[config.mk]
export PLATFORM = sky130hd
export DESIGN_NAME = readhead_gen
export DESIGN_NICKNAME = d
export VERILOG_FILES = /design/src/rtl/readhead_gen.sv
export SDC_FILE = /design/constraint.sdc
export NUM_CORES = 1
export LEC_CHECK = 0
export BUFFER_PORTS_ARGS = -buffer_cell sky130_fd_sc_hd__buf_2
export CAP_MARGIN = 40
export CORE_ASPECT_RATIO = 1.25
export CORE_UTILIZATION = 30
export CTS_CLUSTER_SIZE = 12
export DETAILED_ROUTE_END_ITERATION = 16
export PLACE_DENSITY = 0.53
export SYNTH_ARGS = -nofsm -noshare
export SYNTH_HDL_FRONTEND = slang
export SYNTH_SLANG_ARGS = --single-unit
[constraint.sdc]
create_clock -name clk -period 7.9 [get_ports clk]
set_input_delay 1.185 -clock clk [delete_from_list [all_inputs] [get_ports clk]]
set_output_delay 1.185 -clock clk [all_outputs]
set_load 0.02 [all_outputs]
[src/rtl/readhead_gen.sv]
// Code-wheel readhead emulator: slot pulse train with a missing-slot gap at mechanical zero.
// Optional slot-period jitter is compiled in with `define READHEAD_JITTER_EN.
module readhead_gen #(
  parameter int TEETH = 200,
  parameter int GAP   = 2,
  parameter int PW    = 24
) (
  input  logic                     clk,
  input  logic                     rst,
  input  logic                     enable,
  input  logic [PW-1:0]            slot_period,
  output logic                     readhead_sig,
  output logic [$clog2(TEETH)-1:0] slot_idx,
  output logic                     rev_pulse,
  output logic                     running
);

  localparam int SW = $clog2(TEETH);
  localparam logic [SW-1:0] LAST_SLOT = SW'(TEETH - 1);
  localparam logic [SW-1:0] GAP_START = SW'(TEETH - GAP);
  localparam logic [PW-1:0] MIN_P     = PW'(4);

  typedef enum logic {IDLE, RUN} state_t;

  state_t          state, state_n;
  logic [PW-1:0]   phase, phase_n;
  logic [PW-1:0]   per, per_n;
  logic [SW-1:0]   slot_n, slot_inc;
  logic            sig_n, rev_n, run_n;
  logic [PW-1:0]   p_clamp, p_eff;
  logic            at_boundary;

  assign p_clamp     = (slot_period < MIN_P) ? MIN_P : slot_period;
  assign at_boundary = (phase == per - PW'(1));
  assign slot_inc    = (slot_idx == LAST_SLOT) ? '0 : slot_idx + SW'(1);

`ifdef READHEAD_JITTER_EN
  logic [7:0]  lfsr;
  logic [PW:0] jit_adj;

  // Effective period = P + lfsr[2:0] - 4, clamped to >= 4 and saturated at the counter width.
  assign jit_adj = {1'b0, p_clamp} + {{(PW-2){1'b0}}, lfsr[2:0]} - (PW+1)'(4);

  always_comb begin
    if (jit_adj[PW])                     p_eff = '1;
    else if (jit_adj[PW-1:0] < MIN_P)    p_eff = MIN_P;
    else                                 p_eff = jit_adj[PW-1:0];
  end

  always_ff @(posedge clk) begin
    if (rst)                           lfsr <= 8'hA5;
    else if (state == RUN && at_boundary) lfsr <= {lfsr[6:0], lfsr[7] ^ lfsr[5] ^ lfsr[4] ^ lfsr[3]};
  end
`else
  assign p_eff = p_clamp;
`endif

  always_comb begin
    // NOTE: every signal gets a default first so no path leaves one unassigned (no latches).
    state_n = state;
    phase_n = phase;
    per_n   = per;
    slot_n  = slot_idx;
    sig_n   = 1'b0;
    rev_n   = 1'b0;
    run_n   = 1'b0;
    case (state)
      IDLE: begin
        if (enable) begin
          state_n = RUN;
          per_n   = p_eff;
          phase_n = '0;
          run_n   = 1'b1;
          sig_n   = (slot_idx < GAP_START);   // phase 0 is always in the high half
        end
      end
      RUN: begin
        run_n = 1'b1;
        if (at_boundary) begin
          phase_n = '0;
          per_n   = p_eff;
          slot_n  = slot_inc;
          rev_n   = (slot_idx == LAST_SLOT);
          if (!enable) begin
            state_n = IDLE;
            run_n   = 1'b0;
          end else begin
            sig_n = (slot_inc < GAP_START);
          end
        end else begin
          phase_n = phase + PW'(1);
          sig_n   = (phase_n < (per >> 1)) && (slot_idx < GAP_START);
        end
      end
      default: state_n = IDLE;
    endcase
  end

  // NOTE: sequential state uses non-blocking assignments so all registers update together.
  always_ff @(posedge clk) begin
    if (rst) begin
      state        <= IDLE;
      phase        <= '0;
      per          <= MIN_P;
      slot_idx     <= '0;
      readhead_sig <= 1'b0;
      rev_pulse    <= 1'b0;
      running      <= 1'b0;
    end else begin
      state        <= state_n;
      phase        <= phase_n;
      per          <= per_n;
      slot_idx     <= slot_n;
      readhead_sig <= sig_n;
      rev_pulse    <= rev_n;
      running      <= run_n;
    end
  end

endmodule

==> metrics.md <==
| Metric | Value |
|---|---|
| Clock power share | `47.9%` |
| Area leader, netlist | `dfxtp_1` |
| DRC errors left | `0` |
| Post-synthesis instance area | `4400 um2` |
| Number of buffers added on ports | `37` |
| Worst Path Required | `8.13 ns` |
| Final Hold Viols | `0` |
| Post-Route WL | `around 13,000 um` |
| Hold Crit Class | `flop to flop` |
| Met1 Use GR | `19.6%` |
| Area share of the largest cell type after synthesis | `between 20% and 30%` |
| Number of global-route vias before repair | `4,060` |
| Routability cong. | `between 0.9 and 1` |
| Post-synthesis sequential area ratio | `26.8%` |
| Power Total | `~0.9 mW` |
| Setup crit end kind | `flop` |
| Clock transition at the registers of the reported paths | `0.05 ns` |
| Total congestion overflow | `0` |
| TritonCTS Buffers | `9` |
| VDD IR max | `about 0.075 mV` |
| GRT Max-Usage Layer | `met2` |
| Die area | `15,200 um2` |
| Net Count, Synth | `between 600 and 700` |
| Post-CTS Repair Setup Buffers | `0` |
| Clk buf depth | `2` |
| DR vias/cell | `roughly 5.4` |
| Final HPWL DP | `9800 um` |
| Mean area per synthesized cell | `7.75 um2` |
| Internal | `0.644 mW` |
| Final nets | `634` |
| Ports | `38` |
| Main synth FF type | `dfxtp_1` |
| Met3 Use GR | `3.17%` |
| Number of gates resized after cts | `0` |
| Die height | `between 100 and 150 um` |
| First-pass detailed-route iteration total | `4` |
| Met2 usage | `around a third` |
| #FFs+latches synth | `59` |
| CTS sink cnt | `59` |
| WP data arrival | `3.92 ns` |
| Sw Share | `26.6%` |
| Largest net degree at the start of global routing | `47` |
| P per Cell Area | `174 nW/um2` |
| Sum Neg Setup Slack | `0 ns` |
| Count of different cell masters after synthesis | `between 50 and 60` |
| Worst Skew | `between 0.007 and 0.008 ns` |
| # fillers | `1,511` |
| Status | `finished, final reports clean` |
| Nature of the critical path startpoint | `flop` |
| H-tree levels | `3` |
| Post-CTS Hold Buffers | `0` |
| Antenna Cells | `0` |
| Sequential power share | `37.4%` |
| Clock latency on the worst-skew pair | `0.34 ns` |
| Area growth syn-to-layout | `14.5%` |
| EDFF count, synth | `0` |
| Normalized max-slew margin | `48.7%` |
| Die width | `110 um` |
| Final Slew Violations | `0` |
| Ys Warns | `0` |
| CTS tree | `yes` |
| Crit path time final | `3.69 ns` |
| MaxCap Viol Count | `0` |
| Comb pwr share | `14.6%` |
| RSZ-0062 raised after global routing | `false` |
| NetSw | `0.234 mW` |
| P_leak | `approximately 2.1 nW` |
| Via count | `between 4,000 and 5,000` |
| Worst Max-Slew Pin Slew | `0.769 ns` |
| Starting Density | `30.7%` |
| Total core area | `14,300 um2` |
| Post-synth ARST share | `0%` |
| Initial antenna violation count | `0` |
| Largest cells by area after synthesis | `dfxtp_1, nand2_1, ha_1` |
| Clk root buf | `clkbuf_16` |
| Largest fanout on the critical path | `18` |
| Share of layout cells above drive strength 1 | `12.1%` |
| Post-synthesis instance total | `568` |
| Final worst path period share | `a little under half` |
| Max Clock Freq | `0.271 GHz` |
| 1st-iter DRT viols | `165` |
| GRT Util Overall | `17.8%` |
| Wirelength per Cell | `16.4 um` |
| ANT nets after route | `0` |
| First-pass GRT wire length | `20,200 um` |
| # setup viols final | `0` |
| Row cnt | `49` |
| WS Path Type | `flop to flop` |
kinds of logic (layout without fill, tap and decap cells):
| group | Yosys count | in the layout | synth area share (%) |
|---|---|---|---|
| buffers and inverters | 71 | 89 | 6.66 |
| AOI/OAI and AO/OA | 94 | 94 | 15.9 |
| adders and majority gates | 25 | 25 | 7.11 |
| muxes | 29 | 29 | 6.63 |
| DFF | 59 | 59 | 26.8 |
| xor gates and xnor gates | 44 | 44 | 8.76 |
| and+or+nand+nor | 246 | 246 | 28.1 |
stage by stage:
| step | setup slack (ns) | cell area [um2] | util [%] | instances | hold WS, ns |
|---|---|---|---|---|---|
| floorplan | 4.49 | 4400 | - | 568 | 0.464 |
| global placement | 4.21 | 4680 | 32.6 | 747 | 0.517 |
| detailed placement | 4.23 | 4720 | 32.9 | 749 | 0.531 |
| CTS | 4.21 | 5040 | 35.1 | 764 | 0.539 |
| global route | 3.98 | 5040 | 35.1 | 764 | 0.559 |
| finish | 4.21 | 5040 | 35.1 | 764 | 0.524 |
synthesized netlist by cell type, drive strengths merged, types with 2 or more instances:
library cell  count
mux2i            28
and4              5
inv              32
ha               25
nor2             31
or3              11
and2              3
nor3             21
a32o             16
o2111ai           5
a211o             5
clkbuf           33
nor4             10
xor2             15
o41ai             2
a21oi            20
nor4b             5
or3b              2
or4               8
nand2            91
nand4            11
and4b             2
a41o              2
a31o              2
nand3            26
xnor2            29
buf               6
dfxtp            59
or2               3
o21a              2
and3             10
o311ai            3
o31ai             4
nor2b             5
o211ai            6
a21boi            3
a21o              4
o21ai            13
cell usage in the layout (no fill, tap or decap), types with 11 or more instances in the layout:
cell / synthesis / layout
xor2_1: 15 / 15
a21oi_1: 20 / 20
inv_1: 32 / 32
a32o_1: 16 / 16
nand4_1: 11 / 11
nor3_1: 21 / 20
dfxtp_1: 59 / 59
mux2i_1: 28 / 28
xnor2_1: 29 / 29
nand2_1: 91 / 91
o21ai_0: 13 / 13
buf_2: 3 / 37
nand3_1: 26 / 26
nor2_1: 31 / 31
ha_1: 25 / 25
routing by layer:
metal	up-vias	share of wire, %
li1	2071	-
met5	-	0
met4	0	3.7
met3	30	3.5
met2	76	51
met1	1938	41
worst paths after layout:
| kind | slack [ns] | depth (start not counted) | end | start |
|---|---|---|---|---|
| min | 0.52 | 2 | per[22] | per[22] |
| max | 4.21 | 8 | readhead_sig | per[2] |
| max reg2reg | 4.21 | 8 | readhead_sig | per[2] |
| min reg2reg | 0.52 | 2 | per[22] | per[22] |
power groups by stage:
stage,clock (mW),sequential [mW],combinational (mW)
global route,0.447,0.331,0.144
floorplan,0,0.324,0.0977
CTS,0.432,0.329,0.129
finish,0.421,0.329,0.128
detailed placement,0,0.335,0.128
global placement,0,0.335,0.123
flip-flops by register name (all words and copies together) (netlist names):
register      count
per              24
phase            24
readhead_sig      1
rev_pulse         1
slot_idx          8
state             1
final cells by class:
| cell class | count | area (um2) | area share, % |
|---|---|---|---|
| multi-input cells | 438 | 2950 | 58.5 |
| clock inverters | 5 | 77.6 | 1.54 |
| clock buffers | 10 | 239 | 4.74 |
| inverters | 32 | 120 | 2.38 |
| repair buffers | 42 | 250 | 4.97 |
| flip-flops and latches | 59 | 1180 | 23.4 |
| well taps | 178 | 223 | 4.42 |
critical path, stage by stage, from the launching register on:
cell and delay (ns):
dfxtp_1 0.42, nor4_1 0.58, nand3_1 0.38, o21ai_0 0.31, o2111ai_1 0.15, or4_4 0.58, or3_1 0.69, mux2i_1 0.22
a41o_1 0.23
(Power assumes the default switching activity.)
